$ cat config.mk
export PLATFORM = sky130hd
export DESIGN_NAME = frame_ram_arbiter
export DESIGN_NICKNAME = d
export VERILOG_FILES = /design/src/rtl/frame_ram_arbiter.sv
export SDC_FILE = /design/constraint.sdc
export NUM_CORES = 1
export LEC_CHECK = 0
export ABC_AREA = 1
export BUFFER_PORTS_ARGS = -buffer_cell sky130_fd_sc_hd__buf_4
export CORE_UTILIZATION = 29
export DETAILED_ROUTE_END_ITERATION = 6
export PLACE_DENSITY = 0.6
export RECOVER_POWER = 25
export SETUP_SLACK_MARGIN = 0.2
export SYNTH_ARGS = -nofsm -noshare
export SYNTH_HDL_FRONTEND = slang
export SYNTH_SLANG_ARGS = --single-unit
$ cat constraint.sdc
create_clock -name mainclk -period 5.79 [get_ports mainclk]
set_input_delay 0.579 -clock mainclk [delete_from_list [all_inputs] [get_ports mainclk]]
set_output_delay 0.579 -clock mainclk [all_outputs]
set_load 0.01 [all_outputs]
$ cat src/rtl/frame_ram_arbiter.sv
// frame_ram_arbiter: single-port frame RAM controller, ring of committed frames, write-first arbitration with reader starvation bound
module frame_ram_arbiter #(
  parameter int ADDR_W = 9,
  parameter int DATA_W = 32,
  parameter int MAX_WR_STREAK = 4,
  parameter int FRAME_Q = 8
) (
  input  logic                      mainclk,
  input  logic                      rst,
  input  logic                      wr_valid,
  input  logic [DATA_W-1:0]         wr_data,
  input  logic                      wr_last,
  output logic                      wr_ready,
  input  logic                      rd_req_valid,
  output logic                      rd_req_ready,
  output logic                      rd_valid,
  output logic [DATA_W-1:0]         rd_data,
  output logic                      rd_last,
  output logic [ADDR_W-1:0]         ram_addr,
  output logic                      ram_wr_ena,
  output logic [DATA_W-1:0]         ram_wr_data,
  input  logic [DATA_W-1:0]         ram_rd_data,
  output logic [$clog2(FRAME_Q):0]  frames_avail,
  output logic                      overflow
);
  localparam int QW = $clog2(FRAME_Q);
  localparam int SW = $clog2(MAX_WR_STREAK + 1);
  localparam logic W_ACCEPT = 1'b0;
  localparam logic W_DROP = 1'b1;
  logic [ADDR_W:0] wr_ptr, commit_ptr, rd_ptr, used;
  logic [ADDR_W:0] fq [FRAME_Q];
  logic [QW-1:0] q_head, q_tail;
  logic [SW-1:0] streak;
  logic state, full, readable, q_full, rd_pend, grant_wr, grant_rd, accept, drop, push, pop;
  assign used = wr_ptr - rd_ptr;
  assign full = used == {1'b1, {ADDR_W{1'b0}}};
  assign readable = rd_ptr != commit_ptr;
  assign q_full = frames_avail == (QW+1)'(FRAME_Q);
  assign rd_pend = ~rst & rd_req_valid & readable;
  assign grant_wr = ~rst & wr_valid & (~rd_pend | streak < SW'(MAX_WR_STREAK));
  assign grant_rd = rd_pend & ~grant_wr;
  assign accept = grant_wr & state == W_ACCEPT;
  assign drop = accept & (full | wr_last & q_full);
  assign push = accept & ~full & wr_last & ~q_full;
  // the queue is never empty while readable, so the head is always a real frame end
  assign pop = grant_rd & rd_ptr == fq[q_head];
  assign wr_ready = grant_wr;
  assign rd_req_ready = grant_rd;
  assign ram_addr = grant_wr ? wr_ptr[ADDR_W-1:0] : rd_ptr[ADDR_W-1:0];
  assign ram_wr_ena = accept & ~full;
  assign ram_wr_data = wr_data;
  assign rd_data = rd_valid ? ram_rd_data : '0;
  always_ff @(posedge mainclk)
    if (push) fq[q_tail] <= wr_ptr;
  always_ff @(posedge mainclk) begin
    if (rst) begin
      wr_ptr <= '0;
      commit_ptr <= '0;
      rd_ptr <= '0;
      q_head <= '0;
      q_tail <= '0;
      frames_avail <= '0;
      streak <= '0;
      state <= W_ACCEPT;
      overflow <= 1'b0;
      rd_valid <= 1'b0;
      rd_last <= 1'b0;
    end else begin
      rd_valid <= grant_rd;
      rd_last <= pop;
      if (grant_rd) rd_ptr <= rd_ptr + 1'b1;
      streak <= (grant_rd | ~rd_pend) ? '0 : (grant_wr && streak < SW'(MAX_WR_STREAK)) ? streak + 1'b1 : streak;
      if (push) begin
        q_tail <= q_tail + 1'b1;
        commit_ptr <= wr_ptr + 1'b1;
      end
      if (pop) q_head <= q_head + 1'b1;
      frames_avail <= frames_avail + (QW+1)'(push) - (QW+1)'(pop);
      if (drop) begin
        wr_ptr <= commit_ptr;
        overflow <= 1'b1;
        state <= wr_last ? W_ACCEPT : W_DROP;
      end else if (accept & ~full) begin
        wr_ptr <= wr_ptr + 1'b1;
      end else if (grant_wr & wr_last) begin
        state <= W_ACCEPT;
      end
    end
  end
endmodule

# Word-level counts from Yosys, hierarchy flattened
# Memories as Yosys holds them, arrays and structs flattened. A register that Yosys moved wholly into a read port is not among the register bits.
# Cells that the tools add are included.
# classes
add_sub_neg	8
n_lt_le_gt_ge	1
eq_ne	5
n_mux	12
bitwise_logic	22
n_reduce_logical	5
# ops
cell	n
32-bit two-way mux	1
10-bit by 1-bit adder with 10-bit output (second input constant)	2
10-bit two-way mux	2
1-bit bitwise AND	13
10-bit equality test	1
10-bit equality test (second input constant)	1
10-bit != test	1
10-bit subtractor	1
3-bit by 1-bit adder with 3-bit output (second input constant)	3
9-bit two-way mux	1
1-bit two-way mux	6
3-bit two-way mux	2
1-bit inverter	6
4-bit by 1-bit adder with 4-bit output	1
4-bit equality test (second input constant)	1
2-bit nonzero test	2
4-bit by 1-bit subtractor with 4-bit output	1
3-bit < comparator (second input constant)	1
1-bit OR	3
2-bit by 1-bit != test with 1-bit output (second input constant)	1
2-bit AND reduction	1
2-bit OR reduction	1
1-bit logical AND	1
# totals
register_bits	47
mem_bits_rw	80
input_bits	69
output_inout_bits	83
elab_cells	65
memories	1
# mem_list
name	depth	word_bits	rd	rd_ports_with_merged_regs	write_ports	line	source
fq	8	10	1	1	1	31	logic [ADDR_W:0] fq [FRAME_Q];

# Depth between registers and ports, before layout
# depth
depth_word	12
depth_mapped	23
ltp_nobuf	21

# Worst setup path after synthesis
# No wires, ideal clock.
# synth_path
path_type	register to register
from	reg wr_ptr[2]
to	reg frames_avail[2]
setup_ns	0.135
arrival_ns	2.944
path_slack_ns	2.712
stages_incl_launch_ff	19
n_path_buf	2
period_less_slack_ns	3.078
path_cell_list	dfxtp_1 -> ha_1 -> or2_4 -> nand3_2 -> nand2_1 -> nand2_1 -> nand2_1 -> nand3_1 -> nor2_2 -> nand3_2 -> buf_6 -> nand3_4 -> buf_8 -> ha_1 -> inv_1 -> ha_1 -> fa_1 -> xnor2_1 -> nor2_1
# synth_via
elab_chain_cells	8
# synth_rtl
item	line	source
from (decl)	30	logic [ADDR_W:0] wr_ptr, commit_ptr, rd_ptr, used;
from (signal assigned)	80	wr_ptr <= commit_ptr;
from (signal assigned)	84	wr_ptr <= wr_ptr + 1'b1;
10-bit subtractor	35	assign used = wr_ptr - rd_ptr;
10-bit equality test	36	assign full = used == {1'b1, {ADDR_W{1'b0}}};
1-bit inverter	44	assign push = accept & ~full & wr_last & ~q_full;
1-bit bitwise AND (3 in series)	44	
4-bit by 1-bit adder with 4-bit output	78	frames_avail <= frames_avail + (QW+1)'(push) - (QW+1)'(pop);
4-bit by 1-bit subtractor with 4-bit output	78	
to (signal assigned)	78	
to (decl)	23	output logic [$clog2(FRAME_Q):0] frames_avail,
# No other way between the ends.
# A chain may end at the register's enable or synchronous reset.

==> results.sh <==
export IMPL_grt_pass1_wl_um=30420
export IMPL_avgRoutedWirePerCell_um=14.86
export IMPL_period_needed_ns=3.954
export IMPL_cts_sinks=130
export IMPL_die_area_um2=25630
export IMPL_cp_end_kind="register"
export IMPL_worstPathBufferInverterCount=2
export IMPL_maxCapViolCount=0
export IMPL_tightest_slew_ns=1.163
export IMPL_avgSynthCellArea_um2=8.071
export IMPL_synthToLayoutAreaGrowth_pct=17.23
export IMPL_die_h_um=160.1
export IMPL_critical_path_top_delay_family="simple AND/OR/NAND/NOR gates"
export IMPL_portBuffers=87
export IMPL_clock_latency_ns=0.42
export IMPL_gp_congestion=0.8434
export IMPL_detail_route_iter0_violations=464
export IMPL_setup_violations=0
export IMPL_cts_htree_levels=4
export IMPL_post_cts_setup_buffers=0
export IMPL_ctsRootBufferMaster="clkbuf_16"
export IMPL_vias=5833
export IMPL_hold_class="in -> reg"
export IMPL_synth_edf_count=80
export IMPL_status="finished clean"
export IMPL_worstSetupPathType="reg -> reg"
export IMPL_pin_count=152
export IMPL_antenna_found_initial=0
export IMPL_place_ws_ns=1.858
export IMPL_timing_final_crit_share_pct=68.28
export IMPL_initial_core_util_pct=29.72
export IMPL_final_cell_area_um2=8497
export IMPL_drive_gt1_share_pct=17.78
export IMPL_ctsLongestPathBuffers=2
export IMPL_dp_hpwl_um=13180
export IMPL_first_global_vias=5706
export IMPL_yosys_warnings=0
export IMPL_whs_ns=0.3664
export IMPL_drt_vias_per_instance=4.557
export IMPL_drc=0
export IMPL_layoutNonFillerInstCount=1280
export IMPL_slew_headroom_pct=22.16
export IMPL_fin_total_pwr_mw=2.697
export IMPL_critical_path_startpoint_type="register"
export IMPL_cpPeakStageDelay_ns=0.94
export IMPL_dpl_cell_area_um2=7883
export IMPL_grt_max_degree=37
export IMPL_fin_ws_ns=1.836
export IMPL_hold_violations=0
export IMPL_ys_seq_area_share_pct=46.95
export IMPL_cts_buffers=17
export IMPL_post_cts_resized=0
export IMPL_syn_area_um2=7248
export IMPL_core_um2=24390
export IMPL_timing_setup_tns_ns=0
export IMPL_path_max_fanout=21
export IMPL_utilization_pct=34.84
export IMPL_fp_dieW_um=160.1
export IMPL_final_nets=1033
export IMPL_cts_hold_buf=0
export IMPL_grt_use_total_pct=15.18
export IMPL_synth_distinct_cells=42
export IMPL_ys_top_cells_by_area="edfxtp_1 (33%), dfxtp_1 (14%), nand2_1 (12%)"
export IMPL_synth_main_ff_cell="edfxtp_1"
export IMPL_finClkSkew_ns=0.009128
export IMPL_synth_cells=898
export IMPL_required_ns=6.14
export IMPL_cp_common_cell="nand2_1"
export IMPL_dp_cells=1249
export IMPL_cp_data_arrival_time_ns=4.30
export IMPL_ant_nets=0
export IMPL_synth_nets=987
export IMPL_crit_chain="inv_1 > nor2_1 > o21ai_1 > nand3_1 > nand2_1 > nand2_1 > nand2_1 > nor2_1 > nand3_2 > nor2_4 > ha_1 > inv_1 > ha_1 > a21o_1 > a21oi_1 > o21ai_0 > a21oi_1"
export IMPL_grt_overflow=0
export IMPL_synthArstFlopShare_pct=0
export IMPL_yosysTopAreaCellShare_pct=33.14
export IMPL_rows=57
export IMPL_ys_ff_latch=130
export IMPL_slew_violations=0
export IMPL_drt_total_wl_um=19020
export IMPL_worstHoldStart="wr_valid"
export IMPL_tritoncts="built"
export IMPL_clkSlewWorstSetupHoldPaths_ns=0.06
export IMPL_vdd_drop_max_mv=0.1824
export IMPL_powerDensity_nw_per_um2=317.4
export IMPL_first_pass_iters=5
export IMPL_crit_slowest_cell="dfxtp_1"
export IMPL_insertedDiodeCount=0
export IMPL_rsz0062_at_grt="false"
export IMPL_yosys_area_top_type="edfxtp_1"
export IMPL_fmax_ghz=0.2529
export IMPL_p_leak_nw=3.757
-- cells in the mapped netlist, types with 8 or more instances --
master / instances
a21oi_1: 32
a21oi_2: 11
buf_2: 8
buf_4: 37
clkbuf_1: 10
dfxtp_1: 50
edfxtp_1: 80
ha_1: 19
inv_1: 105
nand2_1: 232
nand3_1: 78
nand3_2: 10
nor2_1: 98
o21ai_0: 29
o21ai_1: 20
xor2_1: 16
-- layout make-up --
cell class                 instances  area (um^2)
fill                            2536        15890
sequential                       130         3403
multi-input combinational        591         2969
timing repair buffer              89        668.1
inverter                         115        436.7
clock buffer                      18        429.2
tap                              324        405.4
clock inverter                    13        185.2
-- state kept, by name, indices dropped and copies added, names as in the netlist, named ones only --
name / flops
wr_ptr: 10
commit_ptr: 10
q_tail: 3
streak: 3
overflow: 1
q_head: 3
rd_ptr: 10
fq: 80
rd_valid: 1
frames_avail: 4
rd_last: 1
state: 1
-- path summary, 6_finish.rpt --
path	endpoint	cells after the start	slack, ns
worst min register to register	streak[0]$_SDFFE_PP0P_	1	0.45
worst min-delay path	rd_valid$_SDFF_PP0_	2	0.37
worst max register to register	frames_avail[3]$_SDFF_PP0_	17	1.84
worst max-delay path	frames_avail[3]$_SDFF_PP0_	17	1.84
-- per-layer routing --
| metal | routed length, um | track usage, % |
|---|---|---|
| met4 | 472 | 6.234 |
| met1 | 8590 | 19.83 |
| met2 | 8870 | 24.47 |
| met3 | 1085 | 2.987 |
| met5 | 0 | 0 |
-- power breakdown --
part / switching (mW) / internal (mW)
Sequential: 0.0667 / 1.03
Clock: 0.410 / 0.719
Combinational: 0.291 / 0.181
Total: 0.767 / 1.93
-- cells in the final DEF, fill, tap and decap left out, drive strengths merged --
master and count:
nor2 105, nand2 241, ha 19, inv 116, nand3 89, o21ai 50, a21oi 43, clkinvlp 2
and2 1, nand4 6, nor4 3, nor3 11, a21o 1, o211ai 1, edfxtp 80, clkbuf 18
dfxtp 50, fa 1, or2 1, bufinv 4, clkinv 6, nor3b 1, xor2 16, buf 89
o21bai 1, xnor2 1
-- kinds of logic after synthesis --
family / Yosys count / share of synthesized area, %
flip-flops: 130 / 46.95
buffers and inverters: 177 / 12.08
AO/OA/AOI/OAI: 96 / 7.354
XOR/XNOR: 17 / 2.054
AND/OR/NAND/NOR: 458 / 28.00
adder cells (fa/ha/maj): 20 / 3.556
Note: power is estimated with default switching activity, not from simulation.
